### src/rtl/alu_issue_ctrl.sv
// Issue stage for alu_8bit: queues (opcode, A, B) words, drives them to the ALU one at a time,
// captures the ALU result and offers it downstream on a valid/ready handshake.
module alu_issue_ctrl #(
  parameter int DEPTH = 4,
  parameter int CW    = 3
) (
  input  logic          clock,
  input  logic          reset,
  input  logic          enable,
  input  logic          in_valid,
  output logic          in_ready,
  input  logic [7:0]    in_opc,
  input  logic [7:0]    in_a,
  input  logic [7:0]    in_b,
  output logic [7:0]    alu_opc,
  output logic [7:0]    alu_a,
  output logic [7:0]    alu_b,
  input  logic [7:0]    alu_z,
  output logic          res_valid,
  input  logic          res_ready,
  output logic [7:0]    res_z,
  output logic [7:0]    res_opc,
  output logic          busy,
  output logic [CW-1:0] count
);
  localparam int AW = $clog2(DEPTH);

  typedef enum logic [1:0] {IDLE, EXEC, DONE} state_t;

  state_t        state_q, state_d;
  logic [AW-1:0] wr_ptr_q, wr_ptr_d;
  logic [AW-1:0] rd_ptr_q, rd_ptr_d;
  logic [CW-1:0] count_q, count_d;
  logic [7:0]    alu_opc_q, alu_opc_d;
  logic [7:0]    alu_a_q, alu_a_d;
  logic [7:0]    alu_b_q, alu_b_d;
  logic          res_valid_q, res_valid_d;
  logic [7:0]    res_z_q, res_z_d;
  logic [7:0]    res_opc_q, res_opc_d;
  logic [23:0]   mem_q [DEPTH];
  logic [23:0]   mem_d [DEPTH];
  logic [23:0]   head;
  logic          full;
  logic          push;
  logic          pop;

  assign full     = (count_q == CW'(DEPTH));
  assign in_ready = !full && !reset;
  assign push     = in_valid && in_ready;
  assign head     = mem_q[rd_ptr_q];

  // Storage is not reset: occupancy and pointers alone define which entries are live.
  generate
    for (genvar gi = 0; gi < DEPTH; gi++) begin : g_mem
      assign mem_d[gi] = (push && (wr_ptr_q == AW'(gi))) ? {in_opc, in_a, in_b} : mem_q[gi];
      always_ff @(posedge clock) begin
        mem_q[gi] <= mem_d[gi];
      end
    end
  endgenerate

  always_comb begin
    state_d     = state_q;
    pop         = 1'b0;
    alu_opc_d   = alu_opc_q;
    alu_a_d     = alu_a_q;
    alu_b_d     = alu_b_q;
    res_valid_d = res_valid_q;
    res_z_d     = res_z_q;
    res_opc_d   = res_opc_q;
    case (state_q)
      IDLE: begin
        if (enable && (count_q != '0)) begin
          pop     = 1'b1;
          state_d = EXEC;
        end
      end
      EXEC: begin
        res_z_d     = alu_z;
        res_opc_d   = alu_opc_q;
        res_valid_d = 1'b1;
        state_d     = DONE;
      end
      DONE: begin
        if (res_ready) begin
          res_valid_d = 1'b0;
          if (enable && (count_q != '0)) begin
            pop     = 1'b1;
            state_d = EXEC;
          end else begin
            state_d = IDLE;
          end
        end
      end
      default: state_d = IDLE;
    endcase

    // ALU inputs move only on a pop so the combinational ALU never sees stray changes.
    if (pop) begin
      {alu_opc_d, alu_a_d, alu_b_d} = head;
    end

    wr_ptr_d = push ? wr_ptr_q + AW'(1) : wr_ptr_q;
    rd_ptr_d = pop  ? rd_ptr_q + AW'(1) : rd_ptr_q;
    count_d  = count_q;
    if (push && !pop) begin
      count_d = count_q + CW'(1);
    end else if (pop && !push) begin
      count_d = count_q - CW'(1);
    end
  end

  always_ff @(posedge clock) begin
    if (reset) begin
      state_q     <= IDLE;
      wr_ptr_q    <= '0;
      rd_ptr_q    <= '0;
      count_q     <= '0;
      alu_opc_q   <= 8'h00;
      alu_a_q     <= 8'h00;
      alu_b_q     <= 8'h00;
      res_valid_q <= 1'b0;
      res_z_q     <= 8'h00;
      res_opc_q   <= 8'h00;
    end else begin
      state_q     <= state_d;
      wr_ptr_q    <= wr_ptr_d;
      rd_ptr_q    <= rd_ptr_d;
      count_q     <= count_d;
      alu_opc_q   <= alu_opc_d;
      alu_a_q     <= alu_a_d;
      alu_b_q     <= alu_b_d;
      res_valid_q <= res_valid_d;
      res_z_q     <= res_z_d;
      res_opc_q   <= res_opc_d;
    end
  end

  assign alu_opc   = alu_opc_q;
  assign alu_a     = alu_a_q;
  assign alu_b     = alu_b_q;
  assign res_valid = res_valid_q;
  assign res_z     = res_z_q;
  assign res_opc   = res_opc_q;
  assign count     = count_q;
  assign busy      = (state_q != IDLE) || (count_q != '0);

endmodule

### config.mk
export PLATFORM = sky130hd
export DESIGN_NAME = alu_issue_ctrl
export DESIGN_NICKNAME = d
export VERILOG_FILES = /design/src/rtl/alu_issue_ctrl.sv
export SDC_FILE = /design/constraint.sdc
export NUM_CORES = 1
export LEC_CHECK = 0
export BUFFER_PORTS_ARGS = -buffer_cell sky130_fd_sc_hd__buf_4
export CORE_MARGIN = 2
export CORE_UTILIZATION = 55
export CTS_CLUSTER_SIZE = 24
export DETAILED_ROUTE_END_ITERATION = 12
export GPL_ROUTABILITY_DRIVEN = 0
export PLACE_DENSITY_LB_ADDON = 0.2
export SLEW_MARGIN = 20
export SYNTH_ARGS = -nofsm -noshare
export SYNTH_HDL_FRONTEND = slang
export SYNTH_SLANG_ARGS = --single-unit
### constraint.sdc
create_clock -name clock -period 5.4 [get_ports clock]
set_input_delay 0.54 -clock clock [delete_from_list [all_inputs] [get_ports clock]]
set_output_delay 0.54 -clock clock [all_outputs]
set_load 0.1 [all_outputs]
; Word-level counts from Yosys, hierarchy flattened
; Memory sizes are Yosys's and may differ from the RTL's. A register that Yosys moved wholly into a read port is not among the register bits.
; Cells that the tools add are included.
[word_totals]
reg_bits = 26
latch_bits = 0
mem_bits_rw = 96
mem_bits_ro = 0
inputBits = 37
output_inout_bits = 46
elab_cells = 73
mem_count = 1
[mem_list]
columns = name, depth, word_bits, rd, rd_clocked_by_memory_dff, wr, line
row1 = mem_q, 4, 24, 1, 1, 1, 40  ; logic [23:0] mem_q [DEPTH];
[classes]
addsub = 4
multipliers = 0
div_mod_pow = 0
order_cmp = 0
eq_ne = 12
shift = 0
n_mux = 24
bitwise = 0
n_reduce_logical = 25
[op_table]
columns = cell, n
row1 = $mux W24, 7
row2 = $reduce_or A24 Y1, 3
row3 = $mux W2, 5
row4 = $logic_and A1 B1 Y1, 9
row5 = $mux W1, 7
row6 = $eq A2 B2 Y1 const B, 3
row7 = $mux W3, 2
row8 = $pmux W2 S3, 1
row9 = $reduce_bool A2 Y1, 3
row10 = $add A2 B1 Y2 const B, 2
row11 = $eq A2 B1 Y1 const B, 2
row12 = $logic_not A1 Y1, 4
row13 = $logic_not A2 Y1, 2
row14 = $ne A1 B1 Y1 const B, 4
row15 = $ne A2 B2 Y1 const B, 2
row16 = $pmux W1 S2, 2
row17 = $reduce_and A2 Y1, 2
row18 = $add A3 B1 Y3 const B, 1
row19 = $eq A3 B3 Y1 const B, 1
row20 = $reduce_bool A3 Y1, 1
row21 = $sub A3 B1 Y3 const B, 1
row22 = $logic_or A1 B1 Y1, 1

; Depth between registers and ports, before layout
[logic_depth]
depth_word = 10
mapped_depth = 10

; Least setup slack after synthesis
; No wires, ideal clock.
[synth_path]
path_type = register -> output
start = register count_q[0], in the netlist count[0]
end = output port in_ready
t_arrival_ns = 2.534
required_time_ns = 4.860
setup_slack_ns = 2.326
stages_incl_launch_ff = 3
path_buffers = 0
path_cell_list = dfxtp_1 -> nor3b_2 -> nor2_1
[synth_via]
elab_chain_cells = 3
[synth_rtl]
columns = item, line
row1 = from (decl), 33  ; logic [CW-1:0] count_q, count_d;
row2 = from (signal assigned), 129  ; count_q <= count_d;
row3 = $eq A3 B3 Y1, 47  ; assign full = (count_q == CW'(DEPTH));
row4 = $logic_not A1 Y1, 48  ; assign in_ready = !full && !reset;
row5 = $logic_and A1 B1 Y1, 48
row6 = to (decl), 11  ; output logic in_ready,
; No other way between the ends.

; Final worst setup path
[layout_path]
start = register count_q[0], in the netlist count[0]
end = output port busy
[layout_via]
elab_chain_cells = 2
[layout_rtl]
columns = item, line
row1 = $reduce_bool A3 Y1, 146  ; assign busy = (state_q != IDLE) || (count_q != '0);
row2 = $logic_or A1 B1 Y1, 146
row3 = to (decl), 23  ; output logic busy,
; No other way between the ends.

==> results.cfg <==
[sta]
fin_crit_ns = 2.90
setup_ws_ns = 2.50
hold_viol = 0
slew_violations = 0
hold_slack_ns = 0.220
setup_viol = 0
clock.fmax_mhz = 344
max_slew_margin_pct = 28.7
worst_pin_slew_ns = 1.07
fin_tns_setup_ns = 0
rsz0062_at_grt = no
timing.final.crit_share_pct = 53.8
fin_skew_ns = 0.00833

[critical_path]
rr_endpoint = count[2]
endpoint_kind = output pin
required_ns = 4.86
cp.arrival_ns = 2.36
timing.rr.start = count[0]
startpoint_type = register
r2r_setup_slack_ns = 2.69
critPathKind = reg2out
reg2regPathDepth = 8
worstPathMaxFanout = 27
startpoint = count[0]

[status]
status = finished, final reports clean

[clock_tree]
cts_resized = 0
path_clk_slew_ns = 0.06
clock-sinks = 146
clock_latency_ns = 0.51
cts_buffer_depth = 2
cts_tree = done
post_cts_buffers = 0
cts_hold_buf = 0
htreeDepth = 4
numCtsBuffers = 17
cts_root_buffer = clkbuf_8

[layout]
fin_util_pct = 67.9
layout-drive-gt1-share_pct = 31.7
syn2layout_area_growth_pct = 21.4
antennaDiodeCount = 0
fin_nets = 490
fin_cells = 596
final_area_um2 = 6920

[logic_synthesis]
synth_top_family_by_area = multiplexers
synth-compound-area-share_pct = 7.18
synthCells = 375
yosysMostFrequentCell = edfxtp_1
synth_area_per_cell_um2 = 15.2
yosys_warnings = 0
muxShareOfSynthArea_pct = 10.6
async_flop_share_pct = 0
ys_top_cells_by_count = edfxtp_1 (96), dfxtp_1 (50), a21oi_1 (42), nand2_1 (33)
ys.flop_type = edfxtp_1
synth_area_leader_cell = edfxtp_1
synth.distinct_cells = 36
ys_ff_latch = 146
synth-xor-area-share_pct = 0.307
synth_fa_ha_area_share_pct = 1.45
yosys-top-cells-area = edfxtp_1 (51%), dfxtp_1 (18%), mux4_2 (7.5%), a21oi_1 (3.7%), o31ai_1 (3.2%)
ys_seq_area_share_pct = 68.1
synth_edf_count = 96
synth_nets = 418
yosysTopAreaCellShare_pct = 50.6
syn-cell-area_um2 = 5700
synth-simple-area-share_pct = 8.52

[route]
ant_nets = 0
wire_per_inst_um = 19.2
via_per_inst = 5.72
drt_pass1_iterations = 5
drt-initial-drc-count = 254
vias = 3411
drc_errors = 0
routed_wl_um = 11500

[placed_design]
detailed_place_hpwl_um = 7200
dp_cells = 564
place_ws_ns = 2.52
placed_area_um2 = 6320
io_buffers = 82

[global_routing]
grtUsageTotal_pct = 21.5
grt_pass1_wl_um = 17900
grt_max_degree = 54
first_global_vias = 3297
overflow = 0
antenna_found_initial = 0

[power]
p_per_area_nw_per_um2 = 539
power.total_mw = 3.73
p_leak_nw = 2.46
peakVddDrop_uv = 273

[hold_path]
worstHoldStart = in_b[5]
min_to = mem_q[1][5]
hp-class = in2reg
hold_path_depth = 1

[floorplanning]
design.die.area_um2 = 11200
die-width_um = 106
rows = 37
die_y_um = 106
initial_core_util_pct = 56.0
ios = 83
design.core.area_um2 = 10200

[run]
cap_violations = 0
where the power goes:
group	internal (mW)	total [mW]	switching, mW
combinational	0.311	1.16	0.847
clock	0.688	1.13	0.438
sequential	1.32	1.44	0.124
total	2.32	3.73	1.41
cell families (layout without fill, tap and decap cells):
logic type      count (synthesis)  after routing
simple gates                   88             88
flops                         146            146
compound gates                 69             69
buf+inv                        36            121
xor+xnor                        2              2
mux                            28             28
fa+ha+maj                       6              6
layout by cell type, fill, tap and decap left out, drive strengths merged, types with 3 or more instances in the layout:
cell type,instances
and2,4
nor3,3
nand2,33
o31ai,24
nor2,7
buf,86
nand2b,4
clkbuf,24
mux4,24
nand4,24
edfxtp,96
dfxtp,50
or3,3
ha,5
a21oi,42
inv,8
nor2b,5
worst max-delay path: stages, from the launching register on:
cell	delay [ns]
dfxtp_1	0.41
or3_1	0.73
or3_1	0.46
buf_4	0.24
state kept, by name (all words and copies together), names as in the netlist:
name and cells:
mem_q 96, alu_a 8, alu_b 8, alu_opc 8, res_opc 8, res_z 8
count 3, rd_ptr_q 2, state_q 2, wr_ptr_q 2, res_valid 1
cell type report:
class                           instances  area (um^2)
Clock buffer                           24          534
Clock inverter                          8         58.8
Fill cell                             707         3270
Inverter                                3         11.3
Multi-Input combinational cell        193         1610
Sequential cell                       146         3890
Tap cell                              136          170
Timing Repair Buffer                   86          646
metal layers:
metal  routed length [um]  GRT usage, %  part of all wire [%]
met2                 5450          31.9                    48
met3                  608          5.69                   5.3
met5                    0             0                     0
met1                 5260          31.8                    46
met4                  136          5.92                   1.2
worst max-delay path by stage:
stage,to,slack [ns],depth (start not counted)
after floorplan,in_ready,2.33,2
after global placement,count[2],2.59,9
after detailed placement,count[2],2.52,9
after CTS,busy,2.47,3
after global routing,busy,2.37,3
final,busy,2.50,3
Power figures use the tool's default switching activity.
